--- config.mk ---
export PLATFORM = sky130hd
export DESIGN_NAME = sha256_compress_core_flat
export DESIGN_NICKNAME = d
export VERILOG_FILES = /design/src/rtl/sha256_compress_core_if.sv /design/src/rtl/sha256_compress_core.sv /design/src/flat_wrapper.sv
export SDC_FILE = /design/constraint.sdc
export NUM_CORES = 2
export LEC_CHECK = 0
export CAP_MARGIN = 10
export CORE_MARGIN = 2
export CORE_UTILIZATION = 45
export CTS_BUF_LIST = sky130_fd_sc_hd__clkbuf_8
export DETAILED_ROUTE_END_ITERATION = 7
export PLACE_DENSITY = 0.74
export SETUP_SLACK_MARGIN = 0.15
export SYNTH_ARGS = -nofsm -noshare
export SYNTH_HDL_FRONTEND = slang
export SYNTH_SLANG_ARGS = --single-unit
--- constraint.sdc ---
create_clock -name clk -period 22.6 [get_ports clk]
set_input_delay 5.65 -clock clk [delete_from_list [all_inputs] [get_ports clk]]
set_output_delay 5.65 -clock clk [all_outputs]
set_load 0.03 [all_outputs]
--- src/rtl/sha256_compress_core_if.sv ---
// Block/chaining-value input and digest output bundle for sha256_compress_core.
// Word 0 of hi/blk/ho sits in the most significant position, so hi[0] is H0.
interface sha256_compress_core_if;
  logic              in_valid;
  logic              in_ready;
  logic [0:7][31:0]  hi;
  logic [0:15][31:0] blk;
  logic              dbl;
  logic              out_valid;
  logic              out_ready;
  logic [0:7][31:0]  ho;
  logic [7:0]        out_lane;

  modport master (
    output in_valid, hi, blk, dbl, out_ready,
    input  in_ready, out_valid, ho, out_lane
  );

  modport slave (
    input  in_valid, hi, blk, dbl, out_ready,
    output in_ready, out_valid, ho, out_lane
  );
endinterface

--- src/rtl/sha256_compress_core.sv ---
// SHA-256 compression engine: RPC rounds per clock with a 16-word sliding message window.
// Define SHA256_DOUBLE_EN to honour dbl (second pass over the 256-bit first digest).
module sha256_compress_core #(
  parameter int unsigned RPC     = 1,
  parameter int unsigned LANE_ID = 0
) (
  input  logic                    clk,
  input  logic                    reset,
  sha256_compress_core_if.slave   bus
);

  if (!(RPC == 1 || RPC == 2 || RPC == 4 || RPC == 8)) begin : g_rpc_check
    $error("sha256_compress_core: RPC must be 1, 2, 4 or 8 (got %0d)", RPC);
  end

  typedef enum logic [2:0] {
    S_IDLE,
    S_ROUND,
    S_FINAL,
    S_R2SETUP,
    S_DONE
  } state_t;

  localparam logic [31:0] K [64] = '{
    32'h428a2f98, 32'h71374491, 32'hb5c0fbcf, 32'he9b5dba5,
    32'h3956c25b, 32'h59f111f1, 32'h923f82a4, 32'hab1c5ed5,
    32'hd807aa98, 32'h12835b01, 32'h243185be, 32'h550c7dc3,
    32'h72be5d74, 32'h80deb1fe, 32'h9bdc06a7, 32'hc19bf174,
    32'he49b69c1, 32'hefbe4786, 32'h0fc19dc6, 32'h240ca1cc,
    32'h2de92c6f, 32'h4a7484aa, 32'h5cb0a9dc, 32'h76f988da,
    32'h983e5152, 32'ha831c66d, 32'hb00327c8, 32'hbf597fc7,
    32'hc6e00bf3, 32'hd5a79147, 32'h06ca6351, 32'h14292967,
    32'h27b70a85, 32'h2e1b2138, 32'h4d2c6dfc, 32'h53380d13,
    32'h650a7354, 32'h766a0abb, 32'h81c2c92e, 32'h92722c85,
    32'ha2bfe8a1, 32'ha81a664b, 32'hc24b8b70, 32'hc76c51a3,
    32'hd192e819, 32'hd6990624, 32'hf40e3585, 32'h106aa070,
    32'h19a4c116, 32'h1e376c08, 32'h2748774c, 32'h34b0bcb5,
    32'h391c0cb3, 32'h4ed8aa4a, 32'h5b9cca4f, 32'h682e6ff3,
    32'h748f82ee, 32'h78a5636f, 32'h84c87814, 32'h8cc70208,
    32'h90befffa, 32'ha4506ceb, 32'hbef9a3f7, 32'hc67178f2
  };

  localparam logic [0:7][31:0] IV = {
    32'h6a09e667, 32'hbb67ae85, 32'h3c6ef372, 32'ha54ff53a,
    32'h510e527f, 32'h9b05688c, 32'h1f83d9ab, 32'h5be0cd19
  };

  function automatic logic [31:0] ror(input logic [31:0] x, input int unsigned n);
    return (x >> n) | (x << (32 - n));
  endfunction

  function automatic logic [31:0] big_s0(input logic [31:0] x);
    return ror(x, 2) ^ ror(x, 13) ^ ror(x, 22);
  endfunction

  function automatic logic [31:0] big_s1(input logic [31:0] x);
    return ror(x, 6) ^ ror(x, 11) ^ ror(x, 25);
  endfunction

  function automatic logic [31:0] small_s0(input logic [31:0] x);
    return ror(x, 7) ^ ror(x, 18) ^ (x >> 3);
  endfunction

  function automatic logic [31:0] small_s1(input logic [31:0] x);
    return ror(x, 17) ^ ror(x, 19) ^ (x >> 10);
  endfunction

  state_t            state, state_nxt;
  logic [0:7][31:0]  hi_q, st_q, st_nxt, ho_q;
  logic [0:15][31:0] win_q, win_nxt;
  logic [6:0]        t_q;
  logic              last_round;
  logic              in_ready_c, out_valid_c;

`ifdef SHA256_DOUBLE_EN
  logic              dbl_q;
`else
  logic              dbl_unused;
  assign dbl_unused = bus.dbl;
`endif

  assign last_round = (t_q == 7'(64 - RPC));

  // RPC rounds chained combinationally; the window always presents W_t at index 0.
  always_comb begin
    logic [31:0]       a, b, c, d, e, f, g, h;
    logic [31:0]       t1, t2, w_new;
    logic [5:0]        kidx;
    logic [0:15][31:0] w;
    a = st_q[0]; b = st_q[1]; c = st_q[2]; d = st_q[3];
    e = st_q[4]; f = st_q[5]; g = st_q[6]; h = st_q[7];
    w     = win_q;
    t1    = '0;
    t2    = '0;
    w_new = '0;
    kidx  = '0;
    for (int unsigned r = 0; r < RPC; r++) begin
      kidx  = t_q[5:0] + 6'(r);
      t1    = h + big_s1(e) + ((e & f) ^ (~e & g)) + K[kidx] + w[0];
      t2    = big_s0(a) + ((a & b) ^ (a & c) ^ (b & c));
      h = g; g = f; f = e; e = d + t1;
      d = c; c = b; b = a; a = t1 + t2;
      w_new = w[0] + small_s0(w[1]) + w[9] + small_s1(w[14]);
      w     = {w[1:15], w_new};
    end
    st_nxt  = {a, b, c, d, e, f, g, h};
    win_nxt = w;
  end

  always_ff @(posedge clk) begin
    if (reset) state <= S_IDLE;
    else       state <= state_nxt;
  end

  // in_ready is gated by reset so it reads low during the reset cycle itself.
  always_comb begin
    state_nxt   = state;
    in_ready_c  = 1'b0;
    out_valid_c = 1'b0;
    unique case (state)
      S_IDLE: begin
        in_ready_c = !reset;
        if (bus.in_valid) state_nxt = S_ROUND;
      end
      S_ROUND: begin
        if (last_round) state_nxt = S_FINAL;
      end
      S_FINAL: begin
`ifdef SHA256_DOUBLE_EN
        state_nxt = dbl_q ? S_R2SETUP : S_DONE;
`else
        state_nxt = S_DONE;
`endif
      end
      S_R2SETUP: state_nxt = S_ROUND;
      S_DONE: begin
        out_valid_c = 1'b1;
        if (bus.out_ready) state_nxt = S_IDLE;
      end
      default: state_nxt = S_IDLE;
    endcase
  end

  always_ff @(posedge clk) begin
    if (reset) begin
      t_q   <= '0;
      ho_q  <= '0;
      hi_q  <= '0;
      st_q  <= '0;
      win_q <= '0;
`ifdef SHA256_DOUBLE_EN
      dbl_q <= 1'b0;
`endif
    end else begin
      unique case (state)
        S_IDLE: begin
          if (bus.in_valid) begin
            hi_q  <= bus.hi;
            st_q  <= bus.hi;
            win_q <= bus.blk;
`ifdef SHA256_DOUBLE_EN
            dbl_q <= bus.dbl;
`endif
          end
        end
        S_ROUND: begin
          st_q  <= st_nxt;
          win_q <= win_nxt;
          t_q   <= last_round ? '0 : t_q + 7'(RPC);
        end
        S_FINAL: begin
          for (int unsigned i = 0; i < 8; i++) ho_q[i] <= hi_q[i] + st_q[i];
        end
`ifdef SHA256_DOUBLE_EN
        // Second pass: the first digest becomes a single padded 256-bit message.
        S_R2SETUP: begin
          hi_q  <= IV;
          st_q  <= IV;
          win_q <= {ho_q, 32'h8000_0000, {6{32'h0000_0000}}, 32'd256};
          dbl_q <= 1'b0;
        end
`endif
        default: ;
      endcase
    end
  end

  assign bus.in_ready  = in_ready_c;
  assign bus.out_valid = out_valid_c;
  assign bus.ho        = ho_q;
  assign bus.out_lane  = 8'(LANE_ID);

endmodule
--- src/flat_wrapper.sv ---
// flat-port wrapper written by rule: the top's interface ports become plain ports
module sha256_compress_core_flat 
#(
  parameter int unsigned RPC     = 1,
  parameter int unsigned LANE_ID = 0
)
  (clk, reset, bus_in_valid, bus_hi, bus_blk, bus_dbl, bus_out_ready, bus_in_ready, bus_out_valid, bus_ho, bus_out_lane);
  sha256_compress_core_if bus_i ();
  input  logic clk;
  input  logic reset;
  input wire logic [$bits(bus_i.in_valid)-1:0] bus_in_valid;
  input wire logic [$bits(bus_i.hi)-1:0] bus_hi;
  input wire logic [$bits(bus_i.blk)-1:0] bus_blk;
  input wire logic [$bits(bus_i.dbl)-1:0] bus_dbl;
  input wire logic [$bits(bus_i.out_ready)-1:0] bus_out_ready;
  output wire logic [$bits(bus_i.in_ready)-1:0] bus_in_ready;
  output wire logic [$bits(bus_i.out_valid)-1:0] bus_out_valid;
  output wire logic [$bits(bus_i.ho)-1:0] bus_ho;
  output wire logic [$bits(bus_i.out_lane)-1:0] bus_out_lane;
  assign bus_i.in_valid = bus_in_valid;
  assign bus_i.hi = bus_hi;
  assign bus_i.blk = bus_blk;
  assign bus_i.dbl = bus_dbl;
  assign bus_i.out_ready = bus_out_ready;
  assign bus_in_ready = bus_i.in_ready;
  assign bus_out_valid = bus_i.out_valid;
  assign bus_ho = bus_i.ho;
  assign bus_out_lane = bus_i.out_lane;
  sha256_compress_core #(.RPC(RPC), .LANE_ID(LANE_ID)) u_core (.clk(clk), .reset(reset), .bus(bus_i));
endmodule
==> impl_metrics.csv <==
group,metric,value,unit
clocking,clkTransAtPathRegs,0.06,ns
grt,grt.met1_usage,42.8,%
hold_path,hp-class,"reg -> reg",
grt,grt_pass1_vias,72013,
yosys,synthFlopType,"dfxtp_1",
cells_and_area,syn2layout_area_growth,20.4,%
setup_path,crit_slowest_cell,"clkdlybuf4s50_1",
cells_and_area,layout_common_cells,"2,247 x nand2_1, 1,287 x dfxtp_1, 1,028 x clkdlybuf4s50_1",
sta,setup_viol,0,
grt,gr-max-usage-layer,"met2",
grt,use_met3,6.81,%
yosys,synth_fa_ha_area_share,11.9,%
routing,dr_total_vias,76425,
yosys,async_flop_share,0,%
flow_run,maxCapViolCount,0,
yosys,synth_cell_types,91,
clocking,htreeDepth,4,
placed_design,hpwl,246,mm
grt,grt_max_degree,236,
routing,first_iter_violations,8047,
clocking,cts_setup_buffers,0,
setup_path,critPathBufInv,2,
clocking,root_buffer,"clkbuf_8",
cells_and_area,stdcell_area,91900,sq um
yosys,synth_cells,9797,
setup_path,cp-end-kind,"primary output",
yosys,ys_warn_count,0,
sta,min_period_over_period,56.2,%
clocking,clkSinkCount,1290,
clocking,cts_max_path_buffers,3,
setup_path,critPathTopFamily,"buffers and inverters",
outcome,violations,"DRC",
setup_path,critPathRequiredTime,16.95,ns
clocking,cts_tree,"done",
sta,finalMaxSlewViolations,0,
clocking,cts_hold_buf,0,
routing,drt-pass1-iter-count,8,
setup_path,max_stage_delay,0.75,ns
sta,clock-skew-final,0.0702,ns
placed_design,placed_area,87300,sq um
floorplanning,fp-row-count,151,
yosys,synthesis.area,76400,sq um
yosys,synth-simple-area-share,19.0,%
floorplanning,io_pins,1039,
pwr,peakVddDrop,357,uV
floorplanning,fp.dieW,416,microns
sta,fin_crit,12.70,ns
sta,tightest_slew,1.29,ns
grt,grtUsageMet2,58.5,%
routing,drt-total-wl,324,mm
cells_and_area,num-fill-cells,15898,
grt,grt_pass1_wl,468,mm
yosys,synthXorXnorAreaFrac,6.35,%
placed_design,io_buffers,1029,
pwr,power_density,193,nW/um^2
yosys,synth_edf_count,0,
floorplanning,die_h,416,microns
sta,rsz0062_at_grt,"false",
clocking,clock_latency,1.04,ns
yosys,synth_seq_cells,1290,
pwr,finalPower,17.8,mW
routing,drc_errors,19,
clocking,cts_resized,0,
grt,track_usage,35.9,%
setup_path,path_max_fanout,45,
pwr,p_leak,36.9,nW
cells_and_area,drive_gt1_share,4.46,%
yosys,synth-compound-area-share,23.0,%
yosys,seq_area_frac_synth,33.8,%
cells_and_area,layout_commonest_cell,"nand2_1",
placed_design,gp_congestion,1.02,
sta,fmax,0.0787,GHz
floorplanning,coreArea,169000,sq um
yosys,synth_mux_area_share,0.749,%
routing,vias_per_cell,5.98,
clocking,cts_buffers,216,
yosys,synth_top_family_by_area,"compound AO/OA/AOI/OAI gates",
floorplanning,initial_core_util,45.2,%
setup_path,crit_type,"in -> out",
setup_path,arrival,7.05,ns
sta,tns,0,ns
grt,grt_overflow,0,
grt,antenna_found_initial,34,
floorplanning,die-area,173000,sq um
sta,slew_headroom,13.8,%
outcome,outcome,"finished with violations",
sta,hold_viol,0,
routing,ant_nets,0,
setup_path,path_cells,"buf_8, nor4_1, clkdlybuf4s50_1",
yosys,syn_avg_cell_area,7.79,sq um
setup_path,critPathLaunchType,"input pin",
cells_and_area,final_nets,11732,
routing,wire_per_inst,25.4,microns
-- cell usage after synthesis (16+ instances only) --
cell type / number / share of area [%]
nand2_1: 2249 / 11
dfxtp_1: 1290 / 34
nor2_1: 832 / 4.1
a21oi_1: 811 / 5.3
clkbuf_1: 708 / 3.5
a311oi_1: 543 / 6.2
o21ai_0: 446 / 2.9
xnor2_1: 407 / 4.7
ha_1: 394 / 6.5
inv_1: 288 / 1.4
a31oi_1: 247 / 2.0
fa_1: 195 / 5.1
a21o_1: 162 / 1.6
xor2_1: 147 / 1.7
nor3_1: 98 / 0.64
nand3_1: 77 / 0.50
a211oi_1: 73 / 0.72
o21a_1: 65 / 0.64
nand2b_1: 58 / 0.48
nor2b_1: 50 / 0.41
buf_1: 45 / 0.22
or3_1: 39 / 0.32
mux2i_1: 38 / 0.50
o21bai_1: 38 / 0.37
o211ai_1: 36 / 0.35
o31ai_1: 34 / 0.33
and3_1: 33 / 0.27
maj3_1: 26 / 0.34
nand4_1: 24 / 0.20
a2111oi_0: 23 / 0.26
a221oi_1: 22 / 0.25
nor4_1: 17 / 0.14
o31a_1: 17 / 0.19
or2_2: 17 / 0.14
and2_1: 16 / 0.13
-- final timing paths --
| check | start | endpoint | slack (ns) | depth (start not counted) |
|---|---|---|---|---|
| worst min register to register | u_core.bus.ho[71] | u_core.bus.ho[71] | 0.45 | 2 |
| worst max-delay path | reset | bus_in_ready | 9.90 | 3 |
| worst min-delay path | u_core.bus.ho[71] | u_core.bus.ho[71] | 0.45 | 2 |
| worst max register to register | u_core.t_q[0] | u_core.st_nxt[223] | 11.43 | 33 |
-- registers in the layout (all words and copies together) (netlist names) --
| signal | count |
|---|---|
| u_core.t_q | 7 |
| u_core.st_q | 64 |
| u_core.hi_q | 256 |
| u_core.state | 3 |
| u_core.win_nxt | 480 |
| u_core.win_q | 32 |
| u_core.st_nxt | 192 |
| u_core.bus.ho | 256 |
-- worst min-delay path: cells and delay by family (launching register included) --
| kind | cells | cell delay, ns |
|---|---|---|
| flops | 1 | 0.31 |
| compound gates | 1 | 0.05 |
| simple gates | 1 | 0.05 |
-- stage by stage --
stage                     utilization, %  cells  hold WS (ns)  worst slack (ns)
after floorplan                        -   9804         0.440              9.87
after global routing                54.4  12774         0.473              9.91
after global placement              51.7  12370         0.441              9.95
after detailed placement            51.7  12370         0.444              9.95
final                               54.4  12779         0.451              9.90
after CTS                           54.4  12759         0.452              9.94
-- cell families after synthesis --
family	count (synthesis)
adder cells (fa/ha/maj)	615
AND/OR/NAND/NOR	3564
XOR/XNOR	554
buffers and inverters	1053
multiplexers	49
flip-flops	1290
other	1
AO/OA/AOI/OAI	2671
-- power breakdown --
part / switching (mW) / internal, mW / total [mW]
Clock: 1.04 / 1.18 / 2.22
Sequential: 0.379 / 2.50 / 2.88
Combinational: 7.84 / 4.83 / 12.7
-- final cells by class --
| type | count | area, sq um | share of cell area, % |
|---|---|---|---|
| Multi-Input combinational cell | 7461 | 46600 | 50.7 |
| Sequential cell | 1290 | 25800 | 28.1 |
| Timing Repair Buffer | 1110 | 11000 | 11.9 |
| Clock buffer | 268 | 3690 | 4.01 |
| Tap cell | 2218 | 2780 | 3.02 |
| Inverter | 291 | 1100 | 1.19 |
| Clock inverter | 121 | 888 | 0.966 |
| Antenna cell | 20 | 50.0 | 0.0544 |
-- routing by layer --
| metal | vias to the layer above | wire [microns] |
|---|---|---|
| li1 | 35300 | - |
| met1 | 36443 | 123000 |
| met2 | 3756 | 149000 |
| met3 | 898 | 26000 |
| met4 | 28 | 25500 |
| met5 | - | 209 |
(Power assumes the default switching activity.)
